**config.mk**
```make
export PLATFORM = sky130hd
export DESIGN_NAME = sap_datapath
export DESIGN_NICKNAME = d
export VERILOG_FILES = /design/src/rtl/sap_pkg.sv /design/src/rtl/sap_ram.sv /design/src/rtl/sap_datapath.sv
export SDC_FILE = /design/constraint.sdc
export NUM_CORES = 1
export LEC_CHECK = 0
export BUFFER_PORTS_ARGS = -buffer_cell sky130_fd_sc_hd__buf_2
export CORE_MARGIN = 2
export CORE_UTILIZATION = 25
export DETAILED_ROUTE_END_ITERATION = 6
export PLACE_DENSITY = 0.42
export SLEW_MARGIN = 20
export SYNTH_ARGS = -nofsm -noshare
export SYNTH_HDL_FRONTEND = slang
export SYNTH_SLANG_ARGS = --single-unit
```
**constraint.sdc**
```tcl
create_clock -name i_CLOCK -period 3.96 [get_ports i_CLOCK]
set_clock_uncertainty 0.05 [all_clocks]
set_input_delay 0.792 -clock i_CLOCK [delete_from_list [all_inputs] [get_ports i_CLOCK]]
set_output_delay 0.792 -clock i_CLOCK [all_outputs]
set_load 0.005 [all_outputs]
```
**src/rtl/sap_pkg.sv**
```systemverilog
// sap_pkg: control-word layout shared by the SAP datapath and its control unit.
//   - CW_* constants give the bit position of each control line in the 16-bit word.
//   - ctrl_t is the same word as a packed struct, so fields can be referenced by name.
//   - multi_source() flags a bus-source vector with more than one bit set.
package sap_pkg;

  localparam int CW_WIDTH   = 16;

  localparam int CW_HALT    = 15;
  localparam int CW_MAR_IN  = 14;
  localparam int CW_RAM_IN  = 13;
  localparam int CW_RAM_OUT = 12;
  localparam int CW_IR_OUT  = 11;
  localparam int CW_IR_IN   = 10;
  localparam int CW_A_IN    = 9;
  localparam int CW_A_OUT   = 8;
  localparam int CW_ALU_OUT = 7;
  localparam int CW_ALU_SUB = 6;
  localparam int CW_B_IN    = 5;
  localparam int CW_OUT_IN  = 4;
  localparam int CW_PC_INC  = 3;
  localparam int CW_PC_OUT  = 2;
  localparam int CW_JUMP    = 1;
  localparam int CW_FLAGS   = 0;

  // Field order matches the bit positions above, MSB first.
  typedef struct packed {
    logic halt;
    logic mar_in;
    logic ram_in;
    logic ram_out;
    logic ir_out;
    logic ir_in;
    logic a_in;
    logic a_out;
    logic alu_out;
    logic alu_sub;
    logic b_in;
    logic out_in;
    logic pc_inc;
    logic pc_out;
    logic jump;
    logic flags_update;
  } ctrl_t;

  // True when more than one bit of the source-enable vector is set.
  function automatic logic multi_source(input logic [4:0] srcs);
    return (srcs & (srcs - 5'd1)) != 5'd0;
  endfunction

endpackage

```
**src/rtl/sap_ram.sv**
```systemverilog
// sap_ram: program/data RAM, 2^ADDR_WIDTH words of DATA_WIDTH bits.
//   clk        : write clock
//   prog_we/prog_addr/prog_data : loader write port (wins over datapath write)
//   dp_we/dp_addr/dp_data       : datapath write (RAM_IN)
//   rd_addr/rd_data             : asynchronous read port
// Contents are not reset, so a program survives a datapath reset.
module sap_ram #(
  parameter int DATA_WIDTH = 8,
  parameter int ADDR_WIDTH = 4
) (
  input  logic                  clk,
  input  logic                  prog_we,
  input  logic [ADDR_WIDTH-1:0] prog_addr,
  input  logic [DATA_WIDTH-1:0] prog_data,
  input  logic                  dp_we,
  input  logic [ADDR_WIDTH-1:0] dp_addr,
  input  logic [DATA_WIDTH-1:0] dp_data,
  input  logic [ADDR_WIDTH-1:0] rd_addr,
  output logic [DATA_WIDTH-1:0] rd_data
);

  localparam int DEPTH = 1 << ADDR_WIDTH;

  logic [DATA_WIDTH-1:0] mem [DEPTH];

  // Single write port: the loader takes it whenever it strobes.
  always_ff @(posedge clk) begin
    if (prog_we) begin
      mem[prog_addr] <= prog_data;
    end else if (dp_we) begin
      mem[dp_addr] <= dp_data;
    end
  end

  assign rd_data = mem[rd_addr];

endmodule

```
**src/rtl/sap_datapath.sv**
```systemverilog
// sap_datapath: SAP register/bus datapath executing one control word per cycle.
//   i_CLOCK, i_RESET_n         : clock, asynchronous active-low reset
//   i_CONTROL_SIGNALS          : control word (layout in sap_pkg)
//   i_PROG_WE/ADDR/DATA        : program loader into RAM, active even when halted
//   o_IR_DATA                  : opcode, IR upper half
//   o_ZERO_FLAG, o_CARRY_FLAG  : registered ALU flags
//   o_OUT_DATA                 : OUT register
//   o_BUS                      : combinational bus value
//   o_HALTED, o_BUS_CONFLICT   : sticky status, cleared only by reset
module sap_datapath
  import sap_pkg::*;
#(
  parameter int DATA_WIDTH    = 8,
  parameter int ADDR_WIDTH    = 4,
  parameter int CONTROL_WIDTH = 16
) (
  input  logic                      i_CLOCK,
  input  logic                      i_RESET_n,
  input  logic [CONTROL_WIDTH-1:0]  i_CONTROL_SIGNALS,
  input  logic                      i_PROG_WE,
  input  logic [ADDR_WIDTH-1:0]     i_PROG_ADDR,
  input  logic [DATA_WIDTH-1:0]     i_PROG_DATA,
  output logic [DATA_WIDTH/2-1:0]   o_IR_DATA,
  output logic                      o_ZERO_FLAG,
  output logic                      o_CARRY_FLAG,
  output logic [DATA_WIDTH-1:0]     o_OUT_DATA,
  output logic [DATA_WIDTH-1:0]     o_BUS,
  output logic                      o_HALTED,
  output logic                      o_BUS_CONFLICT
);

  localparam int HALF = DATA_WIDTH / 2;

  ctrl_t ctrl;
  assign ctrl = ctrl_t'(i_CONTROL_SIGNALS[CW_WIDTH-1:0]);

  logic [DATA_WIDTH-1:0] a_reg;
  logic [DATA_WIDTH-1:0] b_reg;
  logic [DATA_WIDTH-1:0] ir_reg;
  logic [DATA_WIDTH-1:0] out_reg;
  logic [ADDR_WIDTH-1:0] mar_reg;
  logic [ADDR_WIDTH-1:0] pc_reg;
  logic                  zero_reg;
  logic                  carry_reg;
  logic                  halted_reg;
  logic                  conflict_reg;

  logic [DATA_WIDTH-1:0] ram_data;
  logic [DATA_WIDTH-1:0] bus;
  logic [DATA_WIDTH-1:0] b_operand;
  logic [DATA_WIDTH:0]   alu_sum;
  logic [DATA_WIDTH-1:0] alu_result;
  logic [4:0]            src_vec;
  logic                  update_en;

  // Once halted, control-word effects stop; the loader and bus are unaffected.
  assign update_en = ~halted_reg;

  // Subtract is A + ~B + 1, so carry out means "no borrow" (A >= B).
  assign b_operand  = ctrl.alu_sub ? ~b_reg : b_reg;
  assign alu_sum    = {1'b0, a_reg} + {1'b0, b_operand}
                    + {{DATA_WIDTH{1'b0}}, ctrl.alu_sub};
  assign alu_result = alu_sum[DATA_WIDTH-1:0];

  // Bus source priority: ALU > A > RAM > IR > PC; idle bus reads zero.
  always_comb begin
    bus = '0;
    if (ctrl.alu_out) begin
      bus = alu_result;
    end else if (ctrl.a_out) begin
      bus = a_reg;
    end else if (ctrl.ram_out) begin
      bus = ram_data;
    end else if (ctrl.ir_out) begin
      bus = {{(DATA_WIDTH-HALF){1'b0}}, ir_reg[HALF-1:0]};
    end else if (ctrl.pc_out) begin
      bus = {{(DATA_WIDTH-ADDR_WIDTH){1'b0}}, pc_reg};
    end
  end

  assign src_vec = {ctrl.alu_out, ctrl.a_out, ctrl.ram_out, ctrl.ir_out, ctrl.pc_out};

  always_ff @(posedge i_CLOCK or negedge i_RESET_n) begin
    if (!i_RESET_n) begin
      a_reg        <= '0;
      b_reg        <= '0;
      ir_reg       <= '0;
      out_reg      <= '0;
      mar_reg      <= '0;
      pc_reg       <= '0;
      zero_reg     <= 1'b0;
      carry_reg    <= 1'b0;
      halted_reg   <= 1'b0;
      conflict_reg <= 1'b0;
    end else begin
      if (update_en) begin
        if (ctrl.mar_in) mar_reg <= bus[ADDR_WIDTH-1:0];
        if (ctrl.ir_in)  ir_reg  <= bus;
        if (ctrl.a_in)   a_reg   <= bus;
        if (ctrl.b_in)   b_reg   <= bus;
        if (ctrl.out_in) out_reg <= bus;
        // JUMP overrides PC_INC.
        if (ctrl.jump) begin
          pc_reg <= bus[ADDR_WIDTH-1:0];
        end else if (ctrl.pc_inc) begin
          pc_reg <= pc_reg + ADDR_WIDTH'(1);
        end
        // Flags use the pre-edge ALU inputs, independent of a same-cycle A_IN.
        if (ctrl.flags_update) begin
          zero_reg  <= (alu_result == '0);
          carry_reg <= alu_sum[DATA_WIDTH];
        end
        if (ctrl.halt) halted_reg <= 1'b1;
      end
      if (multi_source(src_vec)) conflict_reg <= 1'b1;
    end
  end

  sap_ram #(
    .DATA_WIDTH (DATA_WIDTH),
    .ADDR_WIDTH (ADDR_WIDTH)
  ) u_ram (
    .clk       (i_CLOCK),
    .prog_we   (i_PROG_WE),
    .prog_addr (i_PROG_ADDR),
    .prog_data (i_PROG_DATA),
    .dp_we     (ctrl.ram_in & update_en),
    .dp_addr   (mar_reg),
    .dp_data   (bus),
    .rd_addr   (mar_reg),
    .rd_data   (ram_data)
  );

  assign o_IR_DATA      = ir_reg[DATA_WIDTH-1:HALF];
  assign o_ZERO_FLAG    = zero_reg;
  assign o_CARRY_FLAG   = carry_reg;
  assign o_OUT_DATA     = out_reg;
  assign o_BUS          = bus;
  assign o_HALTED       = halted_reg;
  assign o_BUS_CONFLICT = conflict_reg;

endmodule

```
Word level (Yosys, flattened, before mapping)
Memories as Yosys holds them, arrays and structs flattened.
Cells that the tools add are included.
Word-level totals
  bits in read-only memories: 0
  input port bits: 31
  output and inout port bits: 24
  register bits after elaboration: 44
  latch bits: 0
  memories: 1
  logic and storage cells: 48
  RAM bits: 128
Memory list
  u_ram.mem: depth 16, bits a word 8, read ports 1, clocked after memory_dff 0, write ports 1, RTL line sap_ram.sv:24  | logic [DATA_WIDTH-1:0] mem [DEPTH];
Cells by class
  equality and inequality tests: 0
  reduce and logical (&&, ||, !) cells: 11
  shifts and indexed selects: 0
  $mul: 0
  order comparisons: 0
  divide/modulo/power cells: 0
  $add $sub $neg: 4
  bitwise gates (word level): 4
  mux-type cells: 18
Operators by type and width (number)
  $mux 8: 5
  $mux 4: 5
  $reduce_and 2->1: 7
  $add 8x8->9: 1
  $add 9x1->9: 1
  $logic_not 8->1: 1
  $mux 1: 8
  $not 8->8: 1
  $reduce_or 8->1: 1
  $and 5x5->5: 1
  $reduce_bool 5->1: 1
  $sub 5x1->5 const B: 1
  $add 4x1->4 const B: 1
  $reduce_bool 2->1: 1
  $and 1x1->1: 1
  $not 1->1: 1

Longest topological paths before layout
Gate-level depths: netlist of run 1.
  depth in word-level cells: 7
  mapped depth: 9
  depth with buffers taken out: 8

By module
Synthesis of run 1 repeated with hierarchy kept, for this count alone.
Unflattened totals
  cells, all modules: 521
  area total of the unflattened synthesis: 7673.6 µm²
By module, submodules not included
  sap_ram: area an instance 5185.0 µm², instances 1, cells each 246
  sap_datapath: area an instance 2488.6 µm², instances 1, cells each 275

Least setup slack after synthesis of run 1
OpenSTA, ideal clock, no wires.
  kind: input port to flip-flop
  start point: input i_CONTROL_SIGNALS[6]
  end point: memory u_ram.mem[0][7] (data pin)
  path slack: 548 ps
  cell stages on the path: 8
  library setup time: 341 ps
  arrival: 3021 ps
  path through: buf_2 -> xor2_1 -> ha_1 -> a21oi_1 -> o21ai_0 -> a21oi_1 -> mux2i_1 -> o31ai_1
On the way
  longest elaborated chain between the ends: 5
Ends and longest elaborated chain
  from (decl): RTL line sap_datapath.sv:19  | input logic [CONTROL_WIDTH-1:0] i_CONTROL_SIGNALS,
  $mux 8: RTL line sap_datapath.sv:60  | assign b_operand = ctrl.alu_sub ? ~b_reg : b_reg;
  $add 8x8->9: RTL line sap_datapath.sv:61  | assign alu_sum = {1'b0, a_reg} + {1'b0, b_operand}
  $add 9x1->9 *: RTL line sap_datapath.sv:62  | + {{DATA_WIDTH{1'b0}}, ctrl.alu_sub};
  $mux 8 *: RTL line sap_datapath.sv:68  | if (ctrl.alu_out) begin
  $mux 8 (no source line) *
  to (decl): RTL line sap_ram.sv:24
Every way passes the cells marked *; elsewhere a longest branch is shown, timed or not.

Worst setup path after layout of run 1
  start point: input i_CONTROL_SIGNALS[6]
  end point: output o_BUS[4]
On the way
  longest elaborated chain between the ends: 4
Ends and longest elaborated chain
  $mux 8: RTL line sap_datapath.sv:60
  $add 8x8->9: RTL line sap_datapath.sv:61
  $add 9x1->9 *: RTL line sap_datapath.sv:62
  $mux 8 *: RTL line sap_datapath.sv:68
  to (decl): RTL line sap_datapath.sv:27  | output logic [DATA_WIDTH-1:0] o_BUS,
Marked as above.

==> summary.txt, run 1 <==
Detailed routing
  – First drt pass iteration count: 5
  – WL/cell: 20.7 µm
  – Vias per cell: 4.82
  – Post-route ant nets: 0
  – DRT iter0 DRCs: 455
  – Total number of vias: 5090
  – # DRC: 0
  – Drt total wl: 21900 µm

Yosys
  – Avg Inst Size Synth: 13.8 µm²
  – Adder-Cell Fraction of Synth Area: 0.0185
  – Yosys reg bits: 172
  – Post-Synth XOR/XNOR Area: 0.0123
  – Multiplexer share of the synthesized area: 0.104
  – Synthesized area: 7840 µm²
  – Fraction of registers with async set/reset: 0.256
  – EDFF count, synth: 128
  – Yosys cell types: 60
  – Main combinational cell family by area after synthesis: compound AO/OA/AOI/OAI gates
  – Syn_nets: 608
  – Simple-Gate Fraction of Synth Area: 0.0956
  – Compound-Gate Fraction of Synth Area: 0.108
  – Sequential area share after synthesis: 0.631
  – Synth warn: 0
  – Cells after synthesis: 566
  – Primary FF master, synth: edfxtp_1

Setup path
  – CP Capture Type: output pin
  – Cell Chain, Critical Path: buf_2, xor2_1, inv_1, fa_1, nand3b_1, a21boi_0, o21ai_0, o211ai_2, inv_1, buf_2
  – CP Max Fanout: 8
  – CP max stage delay: 0.45 ns
  – Required @ worst endpoint: 3.12 ns
  – CP arrival: 2.93 ns
  – Slowest-stage cell, CP: fa_1
  – Startpoint types: input pin
  – Crit Path Class: input pin to output pin

STA
  – RSZ-0062 raised after global routing: false
  – Setup TNS: 0 ns
  – Final setup vio count: 0
  – Actual slew at the worst max-slew pin: 0.852 ns
  – Slew Limit Fails: 0
  – Fmax: 265 MHz
  – Max_slew headroom: 0.432
  – Fin. Hold Viols: 0
  – Final critical-path required period: 3.78 ns
  – Final worst-path cycle share: 0.954
  – Hold Slack: 0.419 ns

Place
  – Port bufs: 54
  – Placer congestion estimate: 0.859
  – Dpl cell area: 8770 µm²
  – Post-DP HPWL: 15600 µm
  – Placed instance count: 1025

GRT
  – Largest net degree at the start of global routing: 36
  – Number of global-route vias before repair: 5267
  – Global-route usage over all layers: 0.137
  – Initial antenna violation count: 1
  – Grt ovf: 0
  – First-pass GRT wire length: 33300 µm

Clock network
  – Clock slew at reported path FFs: 0.06 ns
  – Hold Buf Count CTS: 0
  – CTS tree: yes
  – Cts bufs inserted: 17
  – H-tree levels: 4
  – Clk root buf: clkbuf_16
  – Clk sinks: 172
  – Worst-case clock buffer depth: 2
  – Post-cts sizing count: 0
  – Clock latency at the later pin of the worst-skew pair: 0.43 ns
  – Setup bufs post-CTS: 0

Power and ir drop
  – Power Dens Cells: 485 nW/µm²
  – VDD IR max: 0.000310 V
  – Static Leak: 3.45 nW

Layout
  – Max reg flops: 128
  – Design Area, Final: 9370 µm²
  – Non-Filler Instances: 1057
  – Fillcell total: 3161
  – Nets: 690
  – Area delta synth->final: 19.5%
  – Biggest register: u_ram.mem
  – Fin util: 0.305
  – Layout cells sized above 1: 0.262

Die
  – FP Rows: 64
  – Die span in y: 181 µm
  – Initial core utilization: 0.255
  – Die footprint: 32800 µm²
  – Die Wd: 181 µm
  – Core Box Area: 30700 µm²
  – Top-Level Pins: 55

Job
  – Maxcap violations: 0

Hold path
  – Min-delay worst type: input pin to async pin

Outcome
  – Status: finished clean
[worst max-delay path, delay by kind of cell]
family | cells | cell delay [ns]
fa+ha+maj | 1 | 0.45
buf+inv | 4 | 0.53
simple gates | 1 | 0.21
xor+xnor | 1 | 0.26
compound gates | 3 | 0.70
[logic make-up (layout without fill, tap and decap cells)]
logic type               after synthesis  in the layout
adder cells (fa/ha/maj)               11             11
buffers and inverters                 51            145
AO/OA/AOI/OAI                        126            126
flip-flops                           172            172
AND/OR/NAND/NOR                      154            154
multiplexers                          41             41
other                                  0              1
XOR/XNOR                              11             11
[worst paths after layout]
path,slack [ns],end,from,depth (start not counted)
max,0.18,o_BUS[4],i_CONTROL_SIGNALS[6],10
min,0.42,o_CARRY_FLAG$_DFFE_PN0P_,i_RESET_n,1
max reg2reg,0.99,u_ram.mem[14][3]$_DFFE_PP_,mar_reg[1]$_DFFE_PN0P_,8
min reg2reg,0.42,o_BUS_CONFLICT$_DFFE_PN0P_,o_BUS_CONFLICT$_DFFE_PN0P_,1
max in group asynchronous,2.77,ir_reg[5]$_DFFE_PN0P_,i_RESET_n,2
min in group i_CLOCK,0.42,o_BUS_CONFLICT$_DFFE_PN0P_,o_BUS_CONFLICT$_DFFE_PN0P_,1
[routing by layer]
layer	share of wire	global-route usage	up-vias
met5	0	0	-
met4	0.0077	0.0328	0
met3	0.042	0.0286	16
met2	0.48	0.222	130
met1	0.47	0.190	2621
li1	-	-	2323
[layout by cell type, fill, tap and decap left out, types with 4 or more instances in the layout]
master	Yosys	layout
a21oi_1	31	31
a22oi_1	7	7
a31oi_1	5	5
and3b_1	5	5
buf_2	5	54
buf_4	5	38
clkbuf_16	0	17
dfrtp_1	44	43
edfxtp_1	128	128
ha_1	10	10
inv_1	18	18
mux2i_1	8	8
mux4_2	31	31
nand2_1	71	71
nand2b_1	6	6
nand3_1	8	8
nand3b_1	7	7
nor2_1	24	24
nor2b_1	6	6
nor3_1	5	5
nor3b_1	7	7
o21ai_0	13	12
o21ai_1	29	30
o22a_1	4	4
o22ai_1	4	4
o31ai_1	10	8
or2_2	5	5
xor2_1	10	10
[cells in the mapped netlist (all sizes together), types with 7 or more instances]
library cell  instances  share of area
a22oi                 9         0.0099
ha                   10          0.016
o21ai                43          0.029
a21oi                31          0.020
inv                  20         0.0096
dfrtp                44           0.14
clkbuf               18         0.0086
xor2                 10          0.011
edfxtp              128           0.49
mux4                 32          0.092
nor2                 24          0.011
buf                  13          0.013
nor3b                 7         0.0067
mux2i                 8          0.010
nand2                71          0.034
nand3                 8         0.0051
o31ai                11          0.012
nand3b                7         0.0067
[metrics by stage]
step / total power, mW / setup slack (ns)
2_1_floorplan: 2.55 / 0.548
3_3_place_gp: 2.87 / 0.330
3_5_place_dp: 2.88 / 0.246
4_1_cts: 4.60 / 0.216
5_1_grt: 4.75 / 0.0709
6_report: 4.55 / 0.183
[power by group]
part	internal, mW	switching, mW	leakage [nW]	total [mW]
combinational	0.314	0.457	1.44	0.771
clock	0.990	0.718	0.285	1.71
sequential	2.00	0.0632	1.72	2.07
total	3.31	1.24	3.45	4.55
[layout make-up]
cell class / count / area [µm²] / share of cell area
clock buffers: 17 / 425 / 0.0454
diodes: 1 / 2.50 / 0.000267
well taps: 396 / 495 / 0.0529
repair buffers: 94 / 596 / 0.0636
inverters: 20 / 75.1 / 0.00801
multi-input cells: 343 / 2660 / 0.284
flip-flops and latches: 172 / 4950 / 0.528
clock inverters: 14 / 165 / 0.0176
No activity file was read; power rests on OpenSTA's default activity.
==> inputs of run 2 (changes only) <==
--- a/config.mk
+++ b/config.mk
@@ -10,7 +10,7 @@
 export CORE_UTILIZATION = 25
 export DETAILED_ROUTE_END_ITERATION = 6
 export PLACE_DENSITY = 0.42
-export SLEW_MARGIN = 20
+export SLEW_MARGIN = 10
 export SYNTH_ARGS = -nofsm -noshare
 export SYNTH_HDL_FRONTEND = slang
 export SYNTH_SLANG_ARGS = --single-unit
==> constraint.sdc (replaced) <==
create_clock -name i_CLOCK -period 3.96 [get_ports i_CLOCK]
set_clock_uncertainty 0.05 [all_clocks]
set_input_delay 0.396 -clock i_CLOCK [delete_from_list [all_inputs] [get_ports i_CLOCK]]
set_output_delay 0.396 -clock i_CLOCK [all_outputs]
set_load 0.005 [all_outputs]
==> summary.txt, run 2 (synthesis gave the netlist of run 1 again) <==
STA
  – Final setup vio count: 0 (unchanged)
  – Actual slew at the worst max-slew pin: 1.08 ns (+0.232 ns)
  – Fmax: 282 MHz (+6.5%)
  – Final worst-path cycle share: 0.895 (-0.0586)
  – Setup TNS: 0 ns (unchanged)
  – Slew Limit Fails: 0 (unchanged)
  – Fin. Hold Viols: 0 (unchanged)
  – Setup ws final: 0.415 ns (+0.232 ns)
  – Max_slew headroom: 0.272 (-0.160)
  – RSZ-0062 raised after global routing: false
  – Final critical-path required period: 3.54 ns (-0.232 ns)

Power and ir drop
  – Net Switching: 1.26 mW (+1.5%)
  – Switching Fraction: 0.271 (-0.00125)
  – Static Leak: 3.45 nW (-0.14%)
  – Combinational share of power: 0.159 (-0.011)
  – Internal: 3.38 mW (+2.2%)
  – Share of power burned in registers: 0.448 (-0.006)
  – VDD IR max: 0.000294 V (-4.9%)
  – Power Dens Cells: 495 nW/µm² (+1.9%)
  – Clock Power Share: 0.393 (+0.017)

Detailed routing
  – DRT iter0 DRCs: 516 (+13%)
  – Total number of vias: 5094 (+0.079%)
  – # DRC: 0 (unchanged)
  – Post-route ant nets: 0 (unchanged)
  – First drt pass iteration count: 5 (unchanged)
  – Drt total wl: 22200 µm (+1.6%)
  – WL/cell: 21.1 µm (+2.0%)
  – Vias per cell: 4.84 (+0.46%)

Place
  – Post-DP HPWL: 15700 µm (+0.30%)
  – Placed instance count: 1020 (-0.49%)
  – Placer congestion estimate: 0.839 (-2.4%)
  – Dpl ws: 0.578 ns (+0.331 ns)
  – Port bufs: 54 (unchanged)

Layout
  – Non-Filler Instances: 1053 (-0.38%)
  – Fillcell total: 3065 (-3.0%)
  – Nets: 686 (-0.58%)
  – Biggest register: u_ram.mem
  – Area delta synth->final: 19.6% (about the same)
  – Register area: 4950 µm² (unchanged)
  – Number of diodes: 0 (-1)
  – Max reg flops: 128 (unchanged)
  – Commonest non-fill, non-tap cell in the layout: edfxtp_1
  – Layout cells sized above 1: 0.259 (-0.00337)
  – Commonest cells after routing, fill and taps aside: edfxtp_1, nand2_1, buf_2, dfrtp_1, buf_4
  – Multi-input gate area: 2660 µm² (unchanged)

Clock network
  – Clk sinks: 172 (unchanged)
  – Clock slew at reported path FFs: 0.07 ns (about the same)
  – Post-cts sizing count: 0 (unchanged)
  – Clk root buf: clkbuf_16
  – CTS tree: yes
  – Worst-case clock buffer depth: 2 (unchanged)
  – Cts bufs inserted: 17 (unchanged)
  – Setup bufs post-CTS: 0 (unchanged)
  – Hold Buf Count CTS: 1 (+1)
  – Clock latency at the later pin of the worst-skew pair: 0.43 ns (about the same)
  – H-tree levels: 4 (unchanged)

Die
  – Die Wd: 181 µm (unchanged)
  – Core Box Area: 30700 µm² (unchanged)
  – FP Rows: 64 (unchanged)
  – Top-Level Pins: 55 (unchanged)
  – Die footprint: 32800 µm² (unchanged)
  – Initial core utilization: 0.255 (unchanged)
  – Die span in y: 181 µm (unchanged)

Setup path
  – CP top delay family: multiplexers
  – Crit Path Class: register to output pin
  – CP max stage delay: 0.77 ns (+0.32 ns)
  – CP arrival: 3.10 ns (+0.17 ns)
  – Startpoint types: register
  – Slowest-stage cell, CP: dfrtp_2
  – CP Capture Type: output pin
  – CP Max Fanout: 19 (+11)
  – Required @ worst endpoint: 3.51 ns (+0.39 ns)
  – Cell Chain, Critical Path: buf_4, mux4_2, mux2i_1, o21ai_1, a211oi_4, nor2_1, buf_2
  – Crit path buf inv count: 2 (-2)

GRT
  – Global-route usage over all layers: 0.139 (+0.00168)
  – First-pass GRT wire length: 33400 µm (+0.27%)
  – Largest net degree at the start of global routing: 26 (-28%)
  – Number of global-route vias before repair: 5209 (-1.1%)
  – Grt ovf: 0 (unchanged)
  – Initial antenna violation count: 0 (-1)

Outcome
  – Status: finished clean

Hold path
  – Min-delay worst type: input pin to register

Job
  – Maxcap violations: 0 (unchanged)
## run 2: per-stage QoR
step	util	cell area [µm²]	hold WS, ns	power, mW
after floorplan	-	7840	0.0504	2.55
after global placement	0.284	8720	0.337	2.85
after detailed placement	0.284	8720	0.354	2.86
after CTS	0.305	9370	0.0820	4.69
after global routing	0.305	9370	0.0949	4.84
final	0.305	9370	0.0972	4.64
## run 2: final timing paths
path                                       startpoint  depth (start not counted)  slack (ns)                         end
min in group asynchronous                   i_RESET_n                          2        0.42       ir_reg[7]$_DFFE_PN0P_
max                            mar_reg[0]$_DFFE_PN0P_                          7        0.42                    o_BUS[5]
min reg2reg                o_BUS_CONFLICT$_DFFE_PN0P_                          1        0.42  o_BUS_CONFLICT$_DFFE_PN0P_
max reg2reg                    mar_reg[1]$_DFFE_PN0P_                          5        0.77  u_ram.mem[12][4]$_DFFE_PP_
min                             i_CONTROL_SIGNALS[15]                          2         0.1          o_HALTED$_DFF_PN0_
max in group asynchronous                   i_RESET_n                          3        2.67      mar_reg[0]$_DFFE_PN0P_
## run 2: routing by layer
| metal | global-route usage | routed length [µm] | part of all wire | up-vias |
|---|---|---|---|---|
| met5 | 0 | 0 | 0 | - |
| met3 | 0.0325 | 1210 | 0.054 | 24 |
| li1 | - | - | - | 2305 |
| met1 | 0.185 | 10100 | 0.46 | 2603 |
| met4 | 0.0374 | 275 | 0.012 | 0 |
| met2 | 0.228 | 10600 | 0.48 | 162 |
## run 2: worst register-to-register path, cell delays in order (launching register included)
cell and delay [ns]:
dfrtp_1 0.96, mux4_2 0.61, a22oi_1 0.25, nand2_1 0.14
o211ai_2 0.37, o21ai_1 0.43
## run 2: layout make-up
cell class              count  share of cell area
inverters                  20             0.00801
flip-flops and latches    172               0.528
well taps                 396              0.0529
repair buffers             90              0.0593
multi-input cells         343               0.284
clock buffers              18              0.0458
clock inverters            14              0.0224
## run 2: power by group through the flow
stage / Clock [mW] / Combinational [mW] / Sequential, mW
finish: 1.82 / 0.736 / 2.08
global route: 1.94 / 0.809 / 2.09
CTS: 1.87 / 0.743 / 2.08
detailed placement: 0 / 0.738 / 2.12
global placement: 0 / 0.733 / 2.12
floorplan: 0 / 0.480 / 2.07
==> inputs of run 3 (changes only) <==
==> constraint.sdc (replaced) <==
create_clock -name i_CLOCK -period 4.6 [get_ports i_CLOCK]
set_clock_uncertainty 0.05 [all_clocks]
set_input_delay 0.46 -clock i_CLOCK [delete_from_list [all_inputs] [get_ports i_CLOCK]]
set_output_delay 0.46 -clock i_CLOCK [all_outputs]
set_load 0.005 [all_outputs]
==> summary.txt, run 3 (synthesis gave the netlist of run 1 again) <==
STA
  – Final worst-path cycle share: 0.821
  – Fmax: 265 MHz
  – Actual slew at the worst max-slew pin: 1.18 ns (+0.0991 ns)
  – RSZ-0062 raised after global routing: false
  – Max_slew headroom: 0.208 (-0.0641)
  – Slew Limit Fails: 0 (unchanged)
  – Final critical-path required period: 3.78 ns
  – Final setup vio count: 0 (unchanged)
  – Setup TNS: 0 ns (unchanged)
  – Fin. Hold Viols: 0 (unchanged)

Place
  – Placer congestion estimate: 0.773 (-7.9%)
  – Port bufs: 54 (unchanged)
  – Post-DP HPWL: 15900 µm (+1.6%)

Clock network
  – Hold Buf Count CTS: 0 (-1)
  – Post-cts sizing count: 0 (unchanged)
  – Clock latency at the later pin of the worst-skew pair: 0.44 ns (about the same)
  – Setup bufs post-CTS: 0 (unchanged)
  – CTS tree: yes
  – Cts bufs inserted: 17 (unchanged)
  – Clk sinks: 172 (unchanged)
  – Clock slew at reported path FFs: 0.07 ns (about the same)
  – Worst-case clock buffer depth: 2 (unchanged)
  – H-tree levels: 4 (unchanged)
  – Clk root buf: clkbuf_16

Layout
  – Nets: 675 (-1.6%)
  – Commonest cells after routing, fill and taps aside: edfxtp_1, nand2_1, buf_2, dfrtp_1
  – Commonest non-fill, non-tap cell in the layout: edfxtp_1
  – Fillcell total: 3159 (+3.1%)
  – Max reg flops: 128 (unchanged)
  – Fin util: 0.300 (-0.00460)
  – Layout cells sized above 1: 0.252 (-0.00643)
  – Biggest register: u_ram.mem
  – Area delta synth->final: 17.8%

Die
  – FP Rows: 64 (unchanged)
  – Die footprint: 32800 µm² (unchanged)
  – Die Wd: 181 µm (unchanged)
  – Top-Level Pins: 55 (unchanged)
  – Initial core utilization: 0.255 (unchanged)
  – Core Box Area: 30700 µm² (unchanged)
  – Die span in y: 181 µm (unchanged)

Setup path
  – CP arrival: 3.27 ns (+0.17 ns)
  – Startpoint types: register
  – Slowest-stage cell, CP: dfrtp_2
  – Required @ worst endpoint: 4.09 ns (+0.58 ns)
  – Crit Path Class: register to output pin
  – CP max stage delay: 0.98 ns (+0.21 ns)
  – CP Max Fanout: 26 (+7)
  – Cell Chain, Critical Path: mux4_2, mux2i_1, o221ai_1, o21ai_1, buf_4, inv_1, buf_2
  – CP Capture Type: output pin

GRT
  – Global-route usage over all layers: 0.141 (+0.00219)
  – Number of global-route vias before repair: 5191 (-0.35%)
  – First-pass GRT wire length: 33700 µm (+1.1%)
  – Initial antenna violation count: 1 (+1)
  – Grt ovf: 0 (unchanged)
  – Largest net degree at the start of global routing: 45 (+73%)

Detailed routing
  – Total number of vias: 5090 (-0.079%)
  – Vias per cell: 4.88 (+0.88%)
  – # DRC: 0 (unchanged)
  – Drt total wl: 22300 µm (+0.21%)
  – WL/cell: 21.4 µm (+1.2%)
  – DRT iter0 DRCs: 359 (-30%)
  – Post-route ant nets: 0 (unchanged)
  – First drt pass iteration count: 4 (-1)

Power and ir drop
  – Static Leak: 3.37 nW (-2.3%)
  – Switching Fraction: 0.294 (+0.0223)
  – Power, Total: 3.81 mW (-18%)
  – Power Dens Cells: 412 nW/µm² (-17%)
  – Internal: 2.69 mW (-20%)
  – Net Switching: 1.12 mW (-11%)
  – Clock Power Share: 0.370 (-0.023)
  – Combinational share of power: 0.159 (about the same)
  – VDD IR max: 0.000251 V (-15%)
  – Share of power burned in registers: 0.471 (+0.023)

Job
  – Maxcap violations: 0 (unchanged)

Hold path
  – Min-delay worst type: input pin to async pin

Outcome
  – Status: finished clean
==> run 3: cell count changes in the layout (fill, tap and decap cells not counted), sizes merged <==
cell         delta
buf            -10
bufinv          -4
inv             +3
clkbuf          -1
clkinv          +1
clkinvlp        +1
diode           +1
dlygate4sd3     -1
==> run 3: final timing paths <==
check | start | end | slack, ns | cells past startpoint
max reg2reg | mar_reg[0]$_DFFE_PN0P_ | u_ram.mem[7][4]$_DFFE_PP_ | 1.18 | 5
min reg2reg | o_BUS_CONFLICT$_DFFE_PN0P_ | o_BUS_CONFLICT$_DFFE_PN0P_ | 0.41 | 1
min in group i_CLOCK | i_CONTROL_SIGNALS[15] | o_HALTED$_DFF_PN0_ | 0.16 | 2
max in group asynchronous | i_RESET_n | mar_reg[0]$_DFFE_PN0P_ | 4.00 | 2
max | mar_reg[0]$_DFFE_PN0P_ | o_BUS[0] | 0.82 | 7
min | i_RESET_n | o_CARRY_FLAG$_DFFE_PN0P_ | 0.06 | 2
==> run 3: metal layers <==
| layer | part of all wire | track usage | up-vias |
|---|---|---|---|
| li1 | - | - | 2298 |
| met1 | 0.46 | 0.188 | 2642 |
| met2 | 0.48 | 0.235 | 131 |
| met3 | 0.045 | 0.0288 | 19 |
| met4 | 0.011 | 0.0371 | 0 |
| met5 | 0 | 0 | - |
==> run 3: area by class of cell <==
cell class              count  area, µm²  share of cell area
diodes                      1       2.50            0.000271
clock buffers              17        425              0.0461
clock inverters            15        151              0.0164
inverters                  20       75.1             0.00813
multi-input cells         343       2670               0.289
flip-flops and latches    172       4950               0.536
well taps                 396        495              0.0537
repair buffers             79        470              0.0510
==> run 3: through the flow <==
step / cells / setup slack, ns / hold WS (ns) / instance area, µm²
CTS: 1042 / 0.713 / 0.0646 / 9230
finish: 1043 / 0.824 / 0.0565 / 9230
global placement: 1010 / 0.882 / 0.395 / 8650
floorplan: 566 / 1.52 / 0.114 / 7840
detailed placement: 1010 / 0.875 / 0.408 / 8650
global route: 1042 / 0.581 / 0.0989 / 9230
==> run 3: power groups by stage <==
stage	clock network, mW	logic (mW)	registers [mW]
floorplan	0	0.414	1.78
global placement	0	0.608	1.83
detailed placement	0	0.610	1.83
CTS	1.44	0.612	1.80
global route	1.50	0.665	1.80
finish	1.41	0.605	1.79
==> run 3: critical path, delay by kind of cell, from the launching register on <==
kind	cells	cell delay (ns)
DFF	1	0.98
muxes	2	0.96
AOI/OAI and AO/OA	2	0.50
buffers and inverters	3	0.37
